**src/rtl/dmem_port_arbiter_if.sv**
```systemverilog
// ---------------------------------------------------------------------------
// dmem_port_arbiter_if
// Bundles the three buses around the data-memory port arbiter:
//   cpu_*  : MEM-stage request channel (req/we/addr/wdata in, rdata/done out)
//            plus cpu_stall towards the hazard unit
//   dbg_*  : debug-port request channel (req/we/addr/wdata in, rdata/done out)
//   mem_*  : single data-memory port (en/we/addr/wdata out, rdata in)
// Modports:
//   slave  : the arbiter itself
//   master : the environment (requesters and memory)
// ---------------------------------------------------------------------------
interface dmem_port_arbiter_if;
    logic        cpu_req;
    logic [3:0]  cpu_we;
    logic [31:0] cpu_addr;
    logic [31:0] cpu_wdata;
    logic [31:0] cpu_rdata;
    logic        cpu_done;
    logic        cpu_stall;

    logic        dbg_req;
    logic [3:0]  dbg_we;
    logic [31:0] dbg_addr;
    logic [31:0] dbg_wdata;
    logic [31:0] dbg_rdata;
    logic        dbg_done;

    logic        mem_en;
    logic [3:0]  mem_we;
    logic [31:0] mem_addr;
    logic [31:0] mem_wdata;
    logic [31:0] mem_rdata;

    modport slave (
        input  cpu_req, cpu_we, cpu_addr, cpu_wdata,
        output cpu_rdata, cpu_done, cpu_stall,
        input  dbg_req, dbg_we, dbg_addr, dbg_wdata,
        output dbg_rdata, dbg_done,
        output mem_en, mem_we, mem_addr, mem_wdata,
        input  mem_rdata
    );

    modport master (
        output cpu_req, cpu_we, cpu_addr, cpu_wdata,
        input  cpu_rdata, cpu_done, cpu_stall,
        output dbg_req, dbg_we, dbg_addr, dbg_wdata,
        input  dbg_rdata, dbg_done,
        input  mem_en, mem_we, mem_addr, mem_wdata,
        output mem_rdata
    );
endinterface

```
**src/rtl/dmem_port_arbiter.sv**
```systemverilog
// ---------------------------------------------------------------------------
// dmem_port_arbiter
// Shares the single data-memory port between the CPU MEM stage and the
// debug port. Each access walks IDLE -> ISSUE -> WAIT -> RESP; the memory
// answers a fixed MEM_LATENCY cycles after the mem_en strobe. Ties are
// broken round-robin against the previous grant.
// Ports:
//   clk  : core clock, rising edge
//   rst  : asynchronous, active-low reset
//   bus  : dmem_port_arbiter_if.slave (cpu_*, dbg_*, mem_* buses)
// ---------------------------------------------------------------------------
module dmem_port_arbiter #(
    parameter int MEM_LATENCY = 2,
    parameter int CNT_W       = $clog2(MEM_LATENCY + 1)
) (
    input  logic                  clk,
    input  logic                  rst,
    dmem_port_arbiter_if.slave    bus
);

    typedef enum logic [1:0] {
        ST_IDLE  = 2'd0,
        ST_ISSUE = 2'd1,
        ST_WAIT  = 2'd2,
        ST_RESP  = 2'd3
    } state_t;

    typedef enum logic {
        OWN_CPU = 1'b0,
        OWN_DBG = 1'b1
    } owner_t;

    state_t           state_q, state_d;
    owner_t           owner_q, owner_d;
    owner_t           last_grant_q, last_grant_d;
    logic [3:0]       we_q, we_d;
    logic [31:0]      addr_q, addr_d;
    logic [31:0]      wdata_q, wdata_d;
    logic [CNT_W-1:0] cnt_q, cnt_d;
    logic [31:0]      cpu_rdata_q, cpu_rdata_d;
    logic [31:0]      dbg_rdata_q, dbg_rdata_d;

    logic             mem_en_c;
    logic [3:0]       mem_we_c;
    logic             cpu_done_c;
    logic             dbg_done_c;
    logic             grant_dbg;

    // Debug wins only if it is alone, or if both ask and the CPU had the
    // previous grant.
    assign grant_dbg = bus.dbg_req & (~bus.cpu_req | (last_grant_q == OWN_CPU));

    // State register and latched request fields.
    always_ff @(posedge clk or negedge rst) begin
        if (!rst) begin
            state_q      <= ST_IDLE;
            owner_q      <= OWN_CPU;
            last_grant_q <= OWN_DBG;
            we_q         <= 4'h0;
            addr_q       <= 32'h0;
            wdata_q      <= 32'h0;
            cnt_q        <= '0;
            cpu_rdata_q  <= 32'h0;
            dbg_rdata_q  <= 32'h0;
        end else begin
            state_q      <= state_d;
            owner_q      <= owner_d;
            last_grant_q <= last_grant_d;
            we_q         <= we_d;
            addr_q       <= addr_d;
            wdata_q      <= wdata_d;
            cnt_q        <= cnt_d;
            cpu_rdata_q  <= cpu_rdata_d;
            dbg_rdata_q  <= dbg_rdata_d;
        end
    end

    // Next-state and output decode.
    always_comb begin
        state_d      = state_q;
        owner_d      = owner_q;
        last_grant_d = last_grant_q;
        we_d         = we_q;
        addr_d       = addr_q;
        wdata_d      = wdata_q;
        cnt_d        = cnt_q;
        cpu_rdata_d  = cpu_rdata_q;
        dbg_rdata_d  = dbg_rdata_q;
        mem_en_c     = 1'b0;
        mem_we_c     = 4'h0;
        cpu_done_c   = 1'b0;
        dbg_done_c   = 1'b0;

        case (state_q)
            ST_IDLE: begin
                if (bus.cpu_req || bus.dbg_req) begin
                    if (grant_dbg) begin
                        owner_d      = OWN_DBG;
                        last_grant_d = OWN_DBG;
                        we_d         = bus.dbg_we;
                        addr_d       = bus.dbg_addr;
                        wdata_d      = bus.dbg_wdata;
                    end else begin
                        owner_d      = OWN_CPU;
                        last_grant_d = OWN_CPU;
                        we_d         = bus.cpu_we;
                        addr_d       = bus.cpu_addr;
                        wdata_d      = bus.cpu_wdata;
                    end
                    state_d = ST_ISSUE;
                end
            end

            ST_ISSUE: begin
                mem_en_c = 1'b1;
                mem_we_c = we_q;
                // WAIT lasts MEM_LATENCY cycles; the last one sees cnt_q==0
                // and lines up with mem_rdata becoming valid.
                cnt_d    = CNT_W'(MEM_LATENCY - 1);
                state_d  = ST_WAIT;
            end

            ST_WAIT: begin
                if (cnt_q == '0) begin
                    if (owner_q == OWN_DBG) begin
                        dbg_rdata_d = bus.mem_rdata;
                    end else begin
                        cpu_rdata_d = bus.mem_rdata;
                    end
                    state_d = ST_RESP;
                end else begin
                    cnt_d = cnt_q - CNT_W'(1);
                end
            end

            ST_RESP: begin
                cpu_done_c = (owner_q == OWN_CPU);
                dbg_done_c = (owner_q == OWN_DBG);
                state_d    = ST_IDLE;
            end

            default: begin
                state_d = ST_IDLE;
            end
        endcase
    end

    assign bus.mem_en    = mem_en_c;
    assign bus.mem_we    = mem_we_c;
    assign bus.mem_addr  = addr_q;
    assign bus.mem_wdata = wdata_q;
    assign bus.cpu_rdata = cpu_rdata_q;
    assign bus.dbg_rdata = dbg_rdata_q;
    assign bus.cpu_done  = cpu_done_c;
    assign bus.dbg_done  = dbg_done_c;
    // Combinational so the hazard unit sees the stall in the request cycle,
    // and drops it in the completion cycle so the pipeline advances.
    assign bus.cpu_stall = bus.cpu_req & ~cpu_done_c;

endmodule

```
**src/flat_wrapper.sv**
```systemverilog
// flat-port wrapper written by rule: the top's interface ports become plain ports
module dmem_port_arbiter_flat 
#(
    parameter int MEM_LATENCY = 2,
    parameter int CNT_W       = $clog2(MEM_LATENCY + 1)
)
  (clk, rst, bus_cpu_req, bus_cpu_we, bus_cpu_addr, bus_cpu_wdata, bus_cpu_rdata, bus_cpu_done, bus_cpu_stall, bus_dbg_req, bus_dbg_we, bus_dbg_addr, bus_dbg_wdata, bus_dbg_rdata, bus_dbg_done, bus_mem_en, bus_mem_we, bus_mem_addr, bus_mem_wdata, bus_mem_rdata);
  dmem_port_arbiter_if bus_i ();
  input  logic clk;
  input  logic rst;
  input wire logic [$bits(bus_i.cpu_req)-1:0] bus_cpu_req;
  input wire logic [$bits(bus_i.cpu_we)-1:0] bus_cpu_we;
  input wire logic [$bits(bus_i.cpu_addr)-1:0] bus_cpu_addr;
  input wire logic [$bits(bus_i.cpu_wdata)-1:0] bus_cpu_wdata;
  output wire logic [$bits(bus_i.cpu_rdata)-1:0] bus_cpu_rdata;
  output wire logic [$bits(bus_i.cpu_done)-1:0] bus_cpu_done;
  output wire logic [$bits(bus_i.cpu_stall)-1:0] bus_cpu_stall;
  input wire logic [$bits(bus_i.dbg_req)-1:0] bus_dbg_req;
  input wire logic [$bits(bus_i.dbg_we)-1:0] bus_dbg_we;
  input wire logic [$bits(bus_i.dbg_addr)-1:0] bus_dbg_addr;
  input wire logic [$bits(bus_i.dbg_wdata)-1:0] bus_dbg_wdata;
  output wire logic [$bits(bus_i.dbg_rdata)-1:0] bus_dbg_rdata;
  output wire logic [$bits(bus_i.dbg_done)-1:0] bus_dbg_done;
  output wire logic [$bits(bus_i.mem_en)-1:0] bus_mem_en;
  output wire logic [$bits(bus_i.mem_we)-1:0] bus_mem_we;
  output wire logic [$bits(bus_i.mem_addr)-1:0] bus_mem_addr;
  output wire logic [$bits(bus_i.mem_wdata)-1:0] bus_mem_wdata;
  input wire logic [$bits(bus_i.mem_rdata)-1:0] bus_mem_rdata;
  assign bus_i.cpu_req = bus_cpu_req;
  assign bus_i.cpu_we = bus_cpu_we;
  assign bus_i.cpu_addr = bus_cpu_addr;
  assign bus_i.cpu_wdata = bus_cpu_wdata;
  assign bus_cpu_rdata = bus_i.cpu_rdata;
  assign bus_cpu_done = bus_i.cpu_done;
  assign bus_cpu_stall = bus_i.cpu_stall;
  assign bus_i.dbg_req = bus_dbg_req;
  assign bus_i.dbg_we = bus_dbg_we;
  assign bus_i.dbg_addr = bus_dbg_addr;
  assign bus_i.dbg_wdata = bus_dbg_wdata;
  assign bus_dbg_rdata = bus_i.dbg_rdata;
  assign bus_dbg_done = bus_i.dbg_done;
  assign bus_mem_en = bus_i.mem_en;
  assign bus_mem_we = bus_i.mem_we;
  assign bus_mem_addr = bus_i.mem_addr;
  assign bus_mem_wdata = bus_i.mem_wdata;
  assign bus_i.mem_rdata = bus_mem_rdata;
  dmem_port_arbiter #(.MEM_LATENCY(MEM_LATENCY), .CNT_W(CNT_W)) u_core (.clk(clk), .rst(rst), .bus(bus_i));
endmodule
```
**config.mk**
```make
export PLATFORM = sky130hd
export DESIGN_NAME = dmem_port_arbiter_flat
export DESIGN_NICKNAME = d
export VERILOG_FILES = /design/src/rtl/dmem_port_arbiter_if.sv /design/src/rtl/dmem_port_arbiter.sv /design/src/flat_wrapper.sv
export SDC_FILE = /design/constraint.sdc
export NUM_CORES = 1
export LEC_CHECK = 0
export BUFFER_PORTS_ARGS = -buffer_cell sky130_fd_sc_hd__buf_2
export CAP_MARGIN = 20
export CORE_AREA = 2 2 120 122
export DETAILED_ROUTE_END_ITERATION = 10
export DIE_AREA = 0 0 122 124
export HOLD_SLACK_MARGIN = 0.12
export PLACE_DENSITY = 0.86
export REMOVE_ABC_BUFFERS = 1
export SYNTH_ARGS = -nofsm -noshare
export SYNTH_HDL_FRONTEND = slang
export SYNTH_SLANG_ARGS = --single-unit
```
**constraint.sdc**
```tcl
create_clock -name clk -period 3.7 [get_ports clk]
set_clock_uncertainty 0.05 [all_clocks]
set_input_delay 0.185 -clock clk [delete_from_list [all_inputs] [get_ports clk]]
set_output_delay 0.185 -clock clk [all_outputs]
set_load 0.005 [all_outputs]
```
# After elaboration in Yosys (flattened, before gate mapping)
# Index checks and enable logic that the tools add are counted.
# op_classes
addsub	1
n_eq_ne	6
n_mux	13
bitwise	7
reduce_logical	9
# ops
op	count
$mux 32	2
$mux 4	2
$pmux 2 s4	1
$mux 2	3
$reduce_and 2->1	3
$reduce_and 3->1	2
$eq 2x2->1 const B	2
$logic_not 2->1	2
$mux 1	4
$ne 2x1->1 const B	2
$not 1->1	4
$pmux 2 s2	1
$and 1x1->1	2
$eq 2x1->1 const B	1
$ne 2x2->1 const B	1
$reduce_bool 2->1	1
$sub 2x1->2 const B	1
$logic_or 1x1->1	1
$or 1x1->1	1
# word_totals
register_bits	138
in_bits	172
output_inout_bits	136
word_cells	45

# Logic depth before layout (Yosys ltp)
# depth
depth_word	4
ltp_mapped	7
mapped_depth_nobuf	5

# Worst setup path after synthesis
# No wires, ideal clock.
# synth_path
path_type	register to register
from	register u_core.state_q[0]
to	register u_core.dbg_rdata_q[0] (netlist: u_core.bus.dbg_rdata[0])
setup_time_ps	125
t_arrival_ps	1437
t_required_ps	3525
path_slack_ps	2088
path_stages_with_launch	6
path_buffers	1
path_cell_list	dfrtp_1 inv_1 ha_1 nand3_1 buf_2 mux2_2
# synth_between
elab_chain_cells	2
# synth_rtl
element	line_no	rtl
start: declaration	dmem_port_arbiter.sv:33	state_t state_q, state_d;
start signal: assignment	dmem_port_arbiter.sv:66	state_q <= state_d;
$eq 2x2->1	dmem_port_arbiter.sv:94	case (state_q)
$reduce_and 3->1 (no source line)	-	
end signal: assignment	dmem_port_arbiter.sv:74	dbg_rdata_q <= dbg_rdata_d;
end: declaration	dmem_port_arbiter.sv:41	logic [31:0] dbg_rdata_q, dbg_rdata_d;
# No other way between the ends.
# A chain may end at the register's enable or synchronous reset.

# Worst setup path after layout
# layout_path
from	register u_core.last_grant_q
to	register u_core.wdata_q[23] (netlist: u_core.bus.mem_wdata[23])
# layout_between
elab_chain_cells	4
# layout_rtl
element	line_no	rtl
start: declaration	dmem_port_arbiter.sv:35	owner_t last_grant_q, last_grant_d;
start signal: assignment	dmem_port_arbiter.sv:68	last_grant_q <= last_grant_d;
$not 1->1	dmem_port_arbiter.sv:51	assign grant_dbg = bus.dbg_req & (~bus.cpu_req | (last_grant_q == OWN_CPU));
$or 1x1->1	dmem_port_arbiter.sv:51	
$and 1x1->1	dmem_port_arbiter.sv:51	
$mux 32	dmem_port_arbiter.sv:97	if (grant_dbg) begin
end signal: assignment	dmem_port_arbiter.sv:71	wdata_q <= wdata_d;
end: declaration	dmem_port_arbiter.sv:38	logic [31:0] wdata_q, wdata_d;
# No other way between the ends.

==> run_results.csv <==
group,metric,value,unit
power_and_ir_drop,leakagePower,4.70,nW
setup_path,reg2reg_depth,5,
global_routing,met3_usage,7.37,%
die,core-area,0.0137,mm^2
run_status,outcome,"completed",
die,rows,43,
timing,setup_viol,0,
setup_path,cpMaxStageDelayCell,"a21bo_2",
global_routing,grt_pass1_wl,32.4,mm
layout,multi_input_area,0.00222,mm^2
timing,finalHoldViolCount,0,
setup_path,crit_family,"compound AO/OA/AOI/OAI gates",
setup_path,worstSetupEndpointType,"flop",
logic_synthesis,synth_area_leader_cell,"dfrtp_1",
clocking,cts_max_level,4,
setup_path,worstPathArrival,3.28,ns
hold_path,min_from,"bus_dbg_req",
placed_design,dpl.hpwl,11.8,mm
flow_run,cap_viol_max_count,0,
route,drtIter0Drc,493,
logic_synthesis,ys_ff_latch,138,
logic_synthesis,avgSynthCellArea,10.7,um^2
clocking,ctsLongestPathBuffers,2,
power_and_ir_drop,intPower,5.16,mW
die,dieArea,0.0151,mm^2
placed_design,dp_cells,1009,
logic_synthesis,synth_cells,551,
logic_synthesis,synth.yosys.seq_area_share,58.7,%
route,ant_nets,0,
timing,fmax,335,MHz
setup_path,cpPeakStageDelay,0.80,ns
logic_synthesis,synth_area_leaders,"dfrtp_1 58%, mux2_2 13%, nand2_1 8.8%",
power_and_ir_drop,clockPowerShare,20.8,%
clocking,insertion_delay,0.41,ns
hold_path,hold_end,"u_core.state_q[0]",
layout,layout.cells.non_filler,1212,
global_routing,grt_use_total,28.3,%
setup_path,criticalPathCategory,"flop to flop",
setup_path,regToRegSetupSlack,0.72,ns
layout,nets,1200,
hold_path,hp-class,"primary input to flop",
global_routing,grt_overflow,0,
logic_synthesis,yosysWarnings,0,
die,fp.dieW,122,um
global_routing,grt_max_degree,82,
layout,diodes,0,
route,first_pass_iters,5,
logic_synthesis,synth_top_area_share,58.2,%
placed_design,port_buffers,307,
power_and_ir_drop,pwr-share-comb,44.3,%
timing,rsz0062_at_grt,"no",
timing,slew-limit-headroom,34.4,%
setup_path,cp.required,3.99,ns
die,io-pin-count,308,
layout,area_growth,66.7,%
power_and_ir_drop,p_per_area,806,mW/mm^2
die,initial_core_util,42.9,%
layout,utilization,71.6,%
timing,hold_slack,0.264,ns
timing,layout_min_cycle_time,2.98,ns
route,vias,6299,
placed_design,placed_area,0.00753,mm^2
clocking,cts_buffers,17,
setup_path,crit_buf_inv,2,
timing,fin_tns_setup,0,ns
clocking,numClockSinks,138,
layout,fillers,860,
route,drc_errors,0,
layout,final_common_cell,"buf_2",
logic_synthesis,syn_area,0.00589,mm^2
layout,mostFrequentLayoutCells,"306 x buf_2, 171 x dlygate4sd3_1, 138 x nand2_1, 137 x dfrtp_1, 69 x a31oi_1",
global_routing,first_global_vias,6340,
timing,tightest_slew,0.984,ns
timing,final-max-slew-violation-count,0,
placed_design,place_congestion,0.772,
timing,finalCritPeriodShare,80.6,%
power_and_ir_drop,power_frac_seq,34.9,%
setup_path,r2r-start,"u_core.last_grant_q",
global_routing,use_met2,49.4,%
clocking,clk_pin_slew,0.06,ns
layout,ff_latch_area,0.00345,mm^2
layout,stdcell_area,0.00982,mm^2
power_and_ir_drop,peakVddDrop,0.391,mV
power_and_ir_drop,switchingPower,2.76,mW
power_and_ir_drop,p_sw_share,34.9,%
global_routing,gr-usage-met1,31.6,%
die,dieHeight,124,um
route,wl_per_cell,18.2,um
setup_path,crit_chain,"a21bo_2 -> buf_4 -> nand2_1 -> a31oi_1 -> dlygate4sd3_1",
setup_path,cp-start-kind,"flop",
layout,final_layout_size_suffix_gt1_share,40.3,%
clocking,cts_tree,"done",
clocking,cts_root_buffer,"clkbuf_16",
route,wirelength,22.0,mm
global_routing,grt_busiest_layer,"met2",
global_routing,antenna_found_initial,0,
setup_path,path_max_fanout,45,
hold_path,hold_path_depth,3,
setup_path,reg2reg_to,"u_core.bus.mem_wdata[23]",
route,vias_per_cell,5.20,
logic_synthesis,synth_cell_types,24,
[power groups by stage]
| stage | Clock (mW) | Sequential, mW | Combinational, mW |
|---|---|---|---|
| finish | 1.65 | 2.76 | 3.51 |
| global route | 1.74 | 2.82 | 3.80 |
| CTS | 1.66 | 2.70 | 3.32 |
| detailed placement | 0 | 2.71 | 2.52 |
| global placement | 0 | 2.66 | 2.44 |
| floorplan | 0 | 2.75 | 1.26 |
[worst max path at each step]
stage | endpoint | slack [ns] | start | cells after the start
after global routing | u_core.bus.mem_wdata[23] | 0.64 | u_core.last_grant_q | 5
final | u_core.bus.mem_wdata[23] | 0.72 | u_core.last_grant_q | 5
after global placement | u_core.bus.mem_addr[15] | 1.58 | u_core.last_grant_q | 4
after CTS | u_core.bus.mem_addr[23] | 0.97 | u_core.last_grant_q | 5
after floorplan | u_core.we_q[2] | 0.22 | u_core.state_q[0] | 4
after detailed placement | u_core.bus.mem_addr[23] | 1.50 | u_core.last_grant_q | 4
[area by class of cell]
| cell class | count | share of cell area, % |
|---|---|---|
| clock buffers | 17 | 4.33 |
| clock inverters | 15 | 1.54 |
| inverters | 7 | 0.268 |
| multi-input cells | 370 | 22.6 |
| flip-flops and latches | 138 | 35.2 |
| well taps | 180 | 2.29 |
| repair buffers | 485 | 33.8 |
[cells by family after synthesis]
family | share of synthesized area (%)
buffers and inverters | 3.95
AND/OR/NAND/NOR | 14.3
adder cells (fa/ha/maj) | 1.91
multiplexers | 13.0
AO/OA/AOI/OAI | 8.24
flip-flops | 58.7
[stage by stage]
| stage | worst slack [ns] | power, mW |
|---|---|---|
| after floorplan | 0.223 | 4.00 |
| after global placement | 1.58 | 5.09 |
| after detailed placement | 1.50 | 5.23 |
| after CTS | 0.970 | 7.69 |
| after global routing | 0.642 | 8.37 |
| final | 0.717 | 7.92 |
[registers in the layout, indices dropped and copies added (netlist names), 2 cells and up]
name                  count
u_core.bus.mem_addr      32
u_core.bus.cpu_rdata     32
u_core.bus.dbg_rdata     32
u_core.state_q            2
u_core.bus.mem_wdata     32
u_core.cnt_q              2
u_core.we_q               4
[repair_timing]
item,CTS,global route
hold endpoints to repair,211,0
resized for setup,0,0
setup buffers,0,0
setup endpoints to repair,0,0
hold buffers,171,0
[cell usage after synthesis]
cell type / count
a21bo_1: 1
and2_1: 5
dfrtp_1: 137
buf_4: 1
nand2_1: 138
dfstp_2: 1
nor2b_1: 2
o21ai_0: 1
a31oi_1: 69
o21a_1: 1
mux2i_1: 2
nor3b_1: 1
nor2_1: 68
ha_1: 9
buf_6: 4
buf_2: 30
nand2b_1: 1
a21oi_1: 2
a21boi_2: 1
nand3_1: 2
inv_1: 7
clkbuf_1: 1
mux2_2: 66
o32a_1: 1
[worst min-delay path, cell delays in order]
cell and delay (ns):
buf_2 0.13, nor3b_1 0.08, o32a_1 0.29
[metal layers]
layer	share of wire, %	wire length [um]
met2	51	11200
met5	0	0
met1	36	8000
met3	8.7	1910
met4	4.2	921
No activity file was read; power rests on OpenSTA's default activity.
